===== config.mk =====
export PLATFORM = sky130hd
export DESIGN_NAME = lcd_text_ctrl
export DESIGN_NICKNAME = d
export VERILOG_FILES = /design/src/rtl/lcd_text_ctrl.sv
export SDC_FILE = /design/constraint.sdc
export NUM_CORES = 1
export LEC_CHECK = 0
export CORE_MARGIN = 2
export CORE_UTILIZATION = 25
export CTS_CLUSTER_SIZE = 24
export DETAILED_ROUTE_END_ITERATION = 10
export GPL_TIMING_DRIVEN = 0
export PLACE_DENSITY_LB_ADDON = 0.12
export SYNTH_ARGS = -nofsm -noshare
export SYNTH_HDL_FRONTEND = slang
export SYNTH_SLANG_ARGS = --single-unit

===== constraint.sdc =====
create_clock -name iCLK -period 3.2 [get_ports iCLK]
set_input_delay 0.8 -clock iCLK [delete_from_list [all_inputs] [get_ports iCLK]]
set_output_delay 0.8 -clock iCLK [all_outputs]
set_load 0.005 [all_outputs]

===== src/rtl/lcd_text_ctrl.sv =====
// HD44780 write-only 8-bit character LCD controller: power-up init, then continuous
// timed refresh of a host-writable LCD_COLS x LCD_ROWS character buffer.
module lcd_text_ctrl #(
  parameter int unsigned LCD_COLS    = 16,
  parameter int unsigned LCD_ROWS    = 2,
  parameter int unsigned PWRUP_CYC   = 750000,
  parameter int unsigned EN_CYC      = 16,
  parameter int unsigned CMD_CYC     = 2000,
  parameter int unsigned CLR_CYC     = 82000,
  parameter int unsigned REFRESH_CYC = 500000,
  localparam int unsigned NCHAR      = LCD_COLS * LCD_ROWS,
  localparam int unsigned AW         = (NCHAR > 1) ? $clog2(NCHAR) : 1
) (
  input  logic          iCLK,
  input  logic          iRST,
  input  logic          iWR_EN,
  input  logic [AW-1:0] iWR_ADDR,
  input  logic [7:0]    iWR_DATA,
  output logic          oREADY,
  output logic          oFRAME,
  output logic [7:0]    LCD_DATA,
  output logic          LCD_RW,
  output logic          LCD_EN,
  output logic          LCD_RS
);

  localparam int unsigned MAX_A = (PWRUP_CYC > CLR_CYC) ? PWRUP_CYC : CLR_CYC;
  localparam int unsigned MAX_B = (REFRESH_CYC > CMD_CYC) ? REFRESH_CYC : CMD_CYC;
  localparam int unsigned MAX_C = (MAX_A > MAX_B) ? MAX_A : MAX_B;
  localparam int unsigned MAXW  = (MAX_C > EN_CYC) ? MAX_C : EN_CYC;
  localparam int unsigned CW    = $clog2(MAXW + 1);
  localparam int unsigned CLW   = (LCD_COLS > 1) ? $clog2(LCD_COLS) : 1;

  localparam logic [CW-1:0]  PWR_LAST = CW'(PWRUP_CYC - 1);
  localparam logic [CW-1:0]  EN_LAST  = CW'(EN_CYC - 1);
  localparam logic [CW-1:0]  CMD_LAST = CW'(CMD_CYC - 1);
  localparam logic [CW-1:0]  CLR_LAST = CW'(CLR_CYC - 1);
  localparam logic [CW-1:0]  GAP_LAST = CW'(REFRESH_CYC);
  localparam logic [CLW-1:0] COL_LAST = CLW'(LCD_COLS - 1);
  localparam logic           ROW_LAST = (LCD_ROWS > 1);
  localparam logic [7:0]     FSET     = (LCD_ROWS > 1) ? 8'h38 : 8'h30;

  typedef enum logic [2:0] {S_PWR, S_INIT, S_ADDR, S_CHAR, S_GAP} state_t;
  typedef enum logic [1:0] {PH_T0, PH_EN, PH_WAIT, PH_IDLE} phase_t;

  state_t         state_q, state_d;
  phase_t         phase_q;
  logic [CW-1:0]  cnt_q;
  logic [1:0]     step_q, step_d;
  logic           row_q, row_d;
  logic [CLW-1:0] col_q, col_d;
  logic           long_q;
  logic [7:0]     buf_q [NCHAR];

  logic [AW-1:0]  rd_idx_d;
  logic [7:0]     data_d;
  logic           rs_d;
  logic           launch_d;
  logic           ready_d;
  logic           frame_d;
  logic           advance_d;
  logic [CW-1:0]  wait_last_d;

  function automatic logic [7:0] init_cmd(input logic [1:0] s);
    case (s)
      2'd0:    return FSET;
      2'd1:    return 8'h0C;
      2'd2:    return 8'h06;
      default: return 8'h01;
    endcase
  endfunction

  assign LCD_RW = 1'b0;

  // Reads and writes share an edge; the non-blocking update means a launch sees the old char.
  always_ff @(posedge iCLK) begin
    if (iRST) begin
      for (int unsigned i = 0; i < NCHAR; i++) buf_q[i] <= 8'h20;
    end else if (iWR_EN && (32'(iWR_ADDR) < NCHAR)) begin
      buf_q[iWR_ADDR] <= iWR_DATA;
    end
  end

  always_comb begin
    rd_idx_d = AW'((32'(row_q) * LCD_COLS) +
                   ((state_q == S_CHAR) ? (32'(col_q) + 32'd1) : 32'd0));
    wait_last_d = long_q ? CLR_LAST : CMD_LAST;
    advance_d = 1'b0;
    unique case (phase_q)
      PH_WAIT: advance_d = (cnt_q == wait_last_d);
      PH_IDLE: advance_d = (cnt_q == ((state_q == S_GAP) ? GAP_LAST : PWR_LAST));
      default: advance_d = 1'b0;
    endcase
  end

  // What happens when the current wait expires: next transfer to launch and FSM move.
  always_comb begin
    state_d  = state_q;
    step_d   = step_q;
    row_d    = row_q;
    col_d    = col_q;
    data_d   = LCD_DATA;
    rs_d     = LCD_RS;
    launch_d = 1'b0;
    ready_d  = oREADY;
    frame_d  = 1'b0;
    case (state_q)
      S_PWR: begin
        state_d  = S_INIT;
        step_d   = 2'd0;
        data_d   = init_cmd(2'd0);
        rs_d     = 1'b0;
        launch_d = 1'b1;
      end
      S_INIT: begin
        if (step_q != 2'd3) begin
          step_d   = 2'(step_q + 2'd1);
          data_d   = init_cmd(2'(step_q + 2'd1));
          rs_d     = 1'b0;
          launch_d = 1'b1;
        end else begin
          ready_d  = 1'b1;
          state_d  = S_ADDR;
          row_d    = 1'b0;
          data_d   = 8'h80;
          rs_d     = 1'b0;
          launch_d = 1'b1;
        end
      end
      S_ADDR: begin
        state_d  = S_CHAR;
        col_d    = '0;
        data_d   = buf_q[rd_idx_d];
        rs_d     = 1'b1;
        launch_d = 1'b1;
      end
      S_CHAR: begin
        if (col_q != COL_LAST) begin
          col_d    = CLW'(col_q + 1'b1);
          data_d   = buf_q[rd_idx_d];
          rs_d     = 1'b1;
          launch_d = 1'b1;
        end else if (row_q != ROW_LAST) begin
          state_d  = S_ADDR;
          row_d    = 1'b1;
          data_d   = 8'hC0;
          rs_d     = 1'b0;
          launch_d = 1'b1;
        end else begin
          state_d  = S_GAP;
          frame_d  = 1'b1;
        end
      end
      S_GAP: begin
        state_d  = S_ADDR;
        row_d    = 1'b0;
        data_d   = 8'h80;
        rs_d     = 1'b0;
        launch_d = 1'b1;
      end
      default: state_d = S_PWR;
    endcase
  end

  always_ff @(posedge iCLK) begin
    if (iRST) begin
      state_q  <= S_PWR;
      phase_q  <= PH_IDLE;
      cnt_q    <= '0;
      step_q   <= '0;
      row_q    <= 1'b0;
      col_q    <= '0;
      long_q   <= 1'b0;
      LCD_EN   <= 1'b0;
      LCD_RS   <= 1'b0;
      LCD_DATA <= '0;
      oREADY   <= 1'b0;
      oFRAME   <= 1'b0;
    end else begin
      oFRAME <= 1'b0;
      if (advance_d) begin
        state_q <= state_d;
        step_q  <= step_d;
        row_q   <= row_d;
        col_q   <= col_d;
        oREADY  <= ready_d;
        oFRAME  <= frame_d;
        cnt_q   <= '0;
        if (launch_d) begin
          LCD_DATA <= data_d;
          LCD_RS   <= rs_d;
          long_q   <= !rs_d && (data_d == 8'h01);
          phase_q  <= PH_T0;
        end else begin
          phase_q  <= PH_IDLE;
        end
      end else begin
        unique case (phase_q)
          PH_T0: begin
            LCD_EN  <= 1'b1;
            cnt_q   <= '0;
            phase_q <= PH_EN;
          end
          PH_EN: begin
            if (cnt_q == EN_LAST) begin
              LCD_EN  <= 1'b0;
              cnt_q   <= '0;
              phase_q <= PH_WAIT;
            end else begin
              cnt_q <= cnt_q + 1'b1;
            end
          end
          PH_WAIT: cnt_q <= cnt_q + 1'b1;
          PH_IDLE: cnt_q <= cnt_q + 1'b1;
        endcase
      end
    end
  end

endmodule


# After elaboration in Yosys (flattened, before gate mapping)
# Memories as Yosys holds them, arrays and structs flattened.
# Index checks and enable logic that the tools add are counted.
dict set report totals {
  regBits 45
  ramBits 256
  elab_cells 109
  n_memories 1
}
# name depth word_bits read_ports rd_clocked_by_memory_dff wr line_no
set memory_table {}
lappend memory_table {buf_q 32 8 1 0 32 53} ;# logic [7:0] buf_q [NCHAR];
dict set report classes {
  addsub 5
  eq_ne 21
  mux 43
  n_bitwise 3
  n_reduce_logical 24
}
# op count
set op_table {}
lappend op_table {{case mux 20 bit (3 select lines)} 1}
lappend op_table {{two-way mux 20 bit} 2}
lappend op_table {{case mux 8 bit (5 select lines)} 1}
lappend op_table {{two-way mux 8 bit} 4}
lappend op_table {{adder 20 x 1 -> 20 bit, second input constant} 1}
lappend op_table {{== test 20 x 17 -> 1 bit} 1}
lappend op_table {{== test 20 bit} 1}
lappend op_table {{== test 20 x 4 -> 1 bit, second input constant} 1}
lappend op_table {{case mux 6 bit (3 select lines)} 1}
lappend op_table {{two-way mux 17 bit} 1}
lappend op_table {{case mux 3 bit (5 select lines)} 1}
lappend op_table {{AND reduction 3 bit} 5}
lappend op_table {{two-way mux 1 bit} 14}
lappend op_table {{two-way mux 5 bit} 2}
lappend op_table {{!= test 2 bit, second input constant} 5}
lappend op_table {{two-way mux 3 bit} 3}
lappend op_table {{== test 8 x 1 -> 1 bit, second input constant} 1}
lappend op_table {{two-way mux 2 bit} 4}
lappend op_table {{case mux 2 bit (2 select lines)} 2}
lappend op_table {{case mux 4 bit (2 select lines)} 1}
lappend op_table {{OR reduction 4 bit} 2}
lappend op_table {{OR reduction 8 bit} 1}
lappend op_table {{== test 2 bit, second input constant} 3}
lappend op_table {{== test 3 x 2 -> 1 bit, second input constant} 2}
lappend op_table {{other kinds (24)} 36}

# Logic depth before layout (Yosys ltp)
# An unclocked memory read counts as a cell.
dict set report logic_depth {
  word_depth 8
  depth_mapped 12
  ltp_nobuf 8
}

# Worst setup path before layout
# No wires, ideal clock.
dict set report synth_path {
  path_type {input-to-reg}
  start {in iRST}
  end {mem buf_q[0][0], enable pin}
  setup_ps 384
  t_arrival_ps 2177
  setup_slack_ps 639
  cell_stages 6
  cell_sequence {inv_1 -> nand2_1 -> or3_1 -> clkbuf_1 -> clkbuf_1 -> o21ai_0}
}
# item line_no
set synth_lines {}
lappend synth_lines {{from (decl)} 15} ;# input logic iRST,
lappend synth_lines {{to (decl)} 53}

# Worst setup path after layout
dict set report layout_path {
  start {reg col_q[0]}
  end {reg long_q}
}
dict set report layout_between {
  elab_chain_len 8
}
# item line_no
set layout_rtl {}
lappend layout_rtl {{from (decl)} 51} ;# logic [CLW-1:0] col_q, col_d;
lappend layout_rtl {{from (signal assigned)} 185} ;# col_q <= col_d;
lappend layout_rtl {{adder 4 x 1 -> 5 bit} 86} ;# ((state_q == S_CHAR) ? (32'(col_q) + 32'd1) : 32'd0));
lappend layout_rtl {{two-way mux 5 bit} 86}
lappend layout_rtl {{adder 5 bit} 85} ;# rd_idx_d = AW'((32'(row_q) * LCD_COLS) +
lappend layout_rtl {{memory (32 x 8 bit)} -}
lappend layout_rtl {{two-way mux 8 bit} 138} ;# if (col_q != COL_LAST) begin
lappend layout_rtl {{case mux 8 bit (5 select lines)} 107} ;# case (state_q)
lappend layout_rtl {{== test 8 x 1 -> 1 bit} 192} ;# long_q <= !rs_d && (data_d == 8'h01);
lappend layout_rtl {{logical AND 1 bit} 192}
lappend layout_rtl {{to (signal assigned)} 192}
lappend layout_rtl {{to (decl)} 52} ;# logic long_q;
# Several ways; a longest one is shown, not always the timed one.
# A chain may end at the register's enable or synchronous reset.

==> impl_metrics.csv <==
group,metric,value,unit
timing,max_freq,316.1,MHz
job,max_cap_viol_count,0,
place,io_buffers,27,
power_and_ir_drop,p_per_area,509.8,nW/um2
floorplan,die-area,62520,um2
worst_setup_path,worstSetupStartpointType,"flop",
worst_setup_path,critical_path_required,3.62,ns
worst_setup_path,crit_fanout,8,
synthesis,synth_ff_type,"edfxtp_1",
synthesis,yosysTopAreaCellShare,50.80,%
layout,n_fill_cell,6236,
timing,hold_viol,0,
synthesis,netlist_area,15130,um2
grt,grt_overflow,0,
timing,slew_headroom,22.79,%
layout,drive_gt1_share,13.24,%
cts,numCtsBuffers,39,
routing,dr.pass1.iters,5,
grt,track_usage,19.74,%
synthesis,synth_nets,1386,
worst_setup_path,end_kind,"flop",
timing,fin_skew,0.02501,ns
power_and_ir_drop,power.total,9.156,mW
cts,clockRootBuffer,"clkbuf_16",
synthesis,yosysSeqAreaShare,56.75,%
synthesis,synthArstFlopShare,0,%
floorplan,io_pins,29,
grt,antenna_found_initial,3,
layout,area_growth_syn_to_layout,18.67,%
layout,fin_util,29.86,%
power_and_ir_drop,vdd_ir_drop_max,0.2984,mV
power_and_ir_drop,p_leak,5.868,nW
routing,drtIter0Drc,1071,
layout,final_net_count,1465,
hold_path,min_path_type,"reg2reg",
routing,totalWireLength,61.76,mm
timing,final-max-slew-violation-count,0,
cts,insertion_delay,0.58,ns
synthesis,synth_cell_type_count,70,
grt,grt_first_pass_wirelength,87.20,mm
place,dp_hpwl,43.58,mm
routing,drcViolationCount,0,
routing,via_count,11485,
floorplan,core_area,60130,um2
synthesis,avgSynthCellArea,11.10,um2
synthesis,syn_inst,1363,
grt,grt_start_max_net_pins,12,
worst_setup_path,critPathKind,"reg2reg",
synthesis,ys_warn_count,0,
timing,tightestPinTransition,1.154,ns
floorplan,initial_core_util,25.17,%
floorplan,die_w,250.0,um
floorplan,die-height,250.0,um
synthesis,synth_seq_cells,301,
cts,clk_pin_slew,0.06,ns
timing,post-route-period-util,98.86,%
routing,wl_per_cell,27.38,um
floorplan,row_count,90,
synthesis,yosysTopAreaCell,"edfxtp_1",
synthesis,synth_edf_count,256,
outcome,status,"finished clean",
cts,cts_hold_buf,0,
cts,cts_tree,"built",
synthesis,synthTopCellsByArea,"edfxtp_1, and2_1, dfxtp_1, mux2i_1, nor2_1",
worst_setup_path,worst_ep_arrival_time,3.58,ns
timing,setup_violations,0,
cts,cts_sinks,301,
timing,grt_setup_unrepaired,"no",
routing,vias_per_cell,5.091,
grt,first_global_vias,11574,
cts,cts-htree-levels,2,
routing,drtAntennaViolNets,0,
cts,clockBufferDepth,3,
timing,timing.final.crit_period,3.163,ns
place,gp_congestion,0.9401,
-- layout by cell type (no fill, tap or decap), types with 11 or more instances in the layout --
master,count
edfxtp_1,256
and2_1,233
nor2_1,109
nand2_1,65
mux2i_1,60
clkbuf_1,55
a21oi_1,50
or3_1,45
dfxtp_1,44
clkbuf_16,39
o21ai_0,34
nand3_1,28
clkdlybuf4s50_1,26
clkbuf_2,22
o21ai_2,21
buf_4,21
nand2b_1,21
o22ai_1,18
a211oi_1,17
nor3_1,16
o211ai_1,16
nand4_1,13
o21ai_1,12
a2bb2oi_1,12
buf_2,12
clkbuf_4,12
inv_1,11
a31oi_1,11
xor2_1,11
mux2_2,11
-- layer usage --
| metal | share of wire (%) | vias up | routed length [um] | track usage (%) |
|---|---|---|---|---|
| li1 | - | 5164 | - | - |
| met1 | 43 | 5681 | 26770 | 25.72 |
| met2 | 43 | 519 | 26700 | 29.47 |
| met3 | 9.4 | 119 | 5814 | 6.977 |
| met4 | 4.0 | 2 | 2454 | 8.589 |
| met5 | 0.021 | - | 13 | 0 |
-- cell usage after synthesis (all sizes together), types with 4 or more instances --
cell type / n
a211oi: 18
a21oi: 50
a221o: 7
a221oi: 4
a22oi: 7
a2bb2oi: 12
a31oi: 12
and2: 233
and3: 10
buf: 35
clkbuf: 74
dfxtp: 45
edfxtp: 256
ha: 7
inv: 11
mux2: 11
mux2i: 62
mux4: 6
nand2: 67
nand2b: 22
nand3: 28
nand3b: 6
nand4: 14
nor2: 110
nor2b: 8
nor3: 16
nor4: 5
o211ai: 16
o21ai: 68
o221ai: 9
o22ai: 20
or3: 45
xnor2: 10
xor2: 12
-- critical path, cell delays in order, from the launching register on --
cell and delay, ns:
dfxtp_4 0.38, ha_1 0.21, buf_6 0.13, xor2_2 0.19, nor2_1 0.89, a22o_1 0.24, o21ai_0 0.23, a311oi_2 0.47
o31a_1 0.23, a211oi_2 0.05
-- metrics by stage --
stage	hold slack [ns]	setup TNS (ns)	worst slack [ns]	area [um2]	std cells
4_1_cts	0.4883	-0.9804	-0.05393	17830	2253
6_report	0.4857	0	0.03654	17960	2256
3_5_place_dp	0.4712	-319.19	-1.332	16430	2179
5_1_grt	0.5359	0	0.01400	17960	2255
2_1_floorplan	0.4376	0	0.6390	15130	1363
3_3_place_gp	0.4665	-371.33	-1.454	16380	2172
-- logic make-up after synthesis --
group / count (synthesis) / synth area share, %
simple gates: 583 / 21.27
flops: 301 / 56.75
fa+ha+maj: 7 / 0.5787
compound gates: 250 / 10.81
xor+xnor: 22 / 1.273
other cells: 1 / 0.02478
buf+inv: 120 / 3.489
mux: 79 / 5.812
-- timing repair --
item / in CTS / in global routing
setup endpoints to repair: 264 / 277
buffers inserted: 3 / 2
endpoints found under the hold margin: 0 / 0
gates resized for setup: 93 / 51
pin swaps: 2 / 3
-- worst paths after layout --
kind                                             from             endpoint  slack, ns  cells past startpoint
worst max register to register  col_q[0]$_SDFFE_PP0P_  long_q$_SDFFE_PP0P_       0.04                      9
worst max-delay path            col_q[0]$_SDFFE_PP0P_  long_q$_SDFFE_PP0P_       0.04                      9
worst min register to register    oREADY$_SDFFE_PP0P_  oREADY$_SDFFE_PP0P_       0.49                      2
worst min-delay path              oREADY$_SDFFE_PP0P_  oREADY$_SDFFE_PP0P_       0.49                      2
-- flip-flops by register name (all words and copies together), names as in the netlist --
name and flops:
cnt_q 20, state_q 3, buf_q 256, oFRAME 1
long_q 1, phase_q 2, row_q 1, oREADY 1
LCD_RS 1, LCD_EN 1, step_q 2, col_q 4
LCD_DATA 8
-- power breakdown --
| group | switching, mW | internal [mW] |
|---|---|---|
| Combinational | 0.310 | 0.103 |
| Clock | 1.82 | 2.42 |
| Sequential | 0.0688 | 4.43 |
| Total | 2.20 | 6.95 |
-- cell type report --
type	instances	area [um2]	share of cell area, %
plain buffers	108	591.8	3.295
clock inverters	23	177.7	0.9893
repair buffers	39	357.8	1.993
flip-flops and latches	301	8592	47.84
inverters	11	41.29	0.2299
multi-input cells	942	6203	34.54
diodes	1	2.502	0.01393
well taps	782	978.4	5.448
clock buffers	49	1013	5.643
Power figures use the tool's default switching activity.
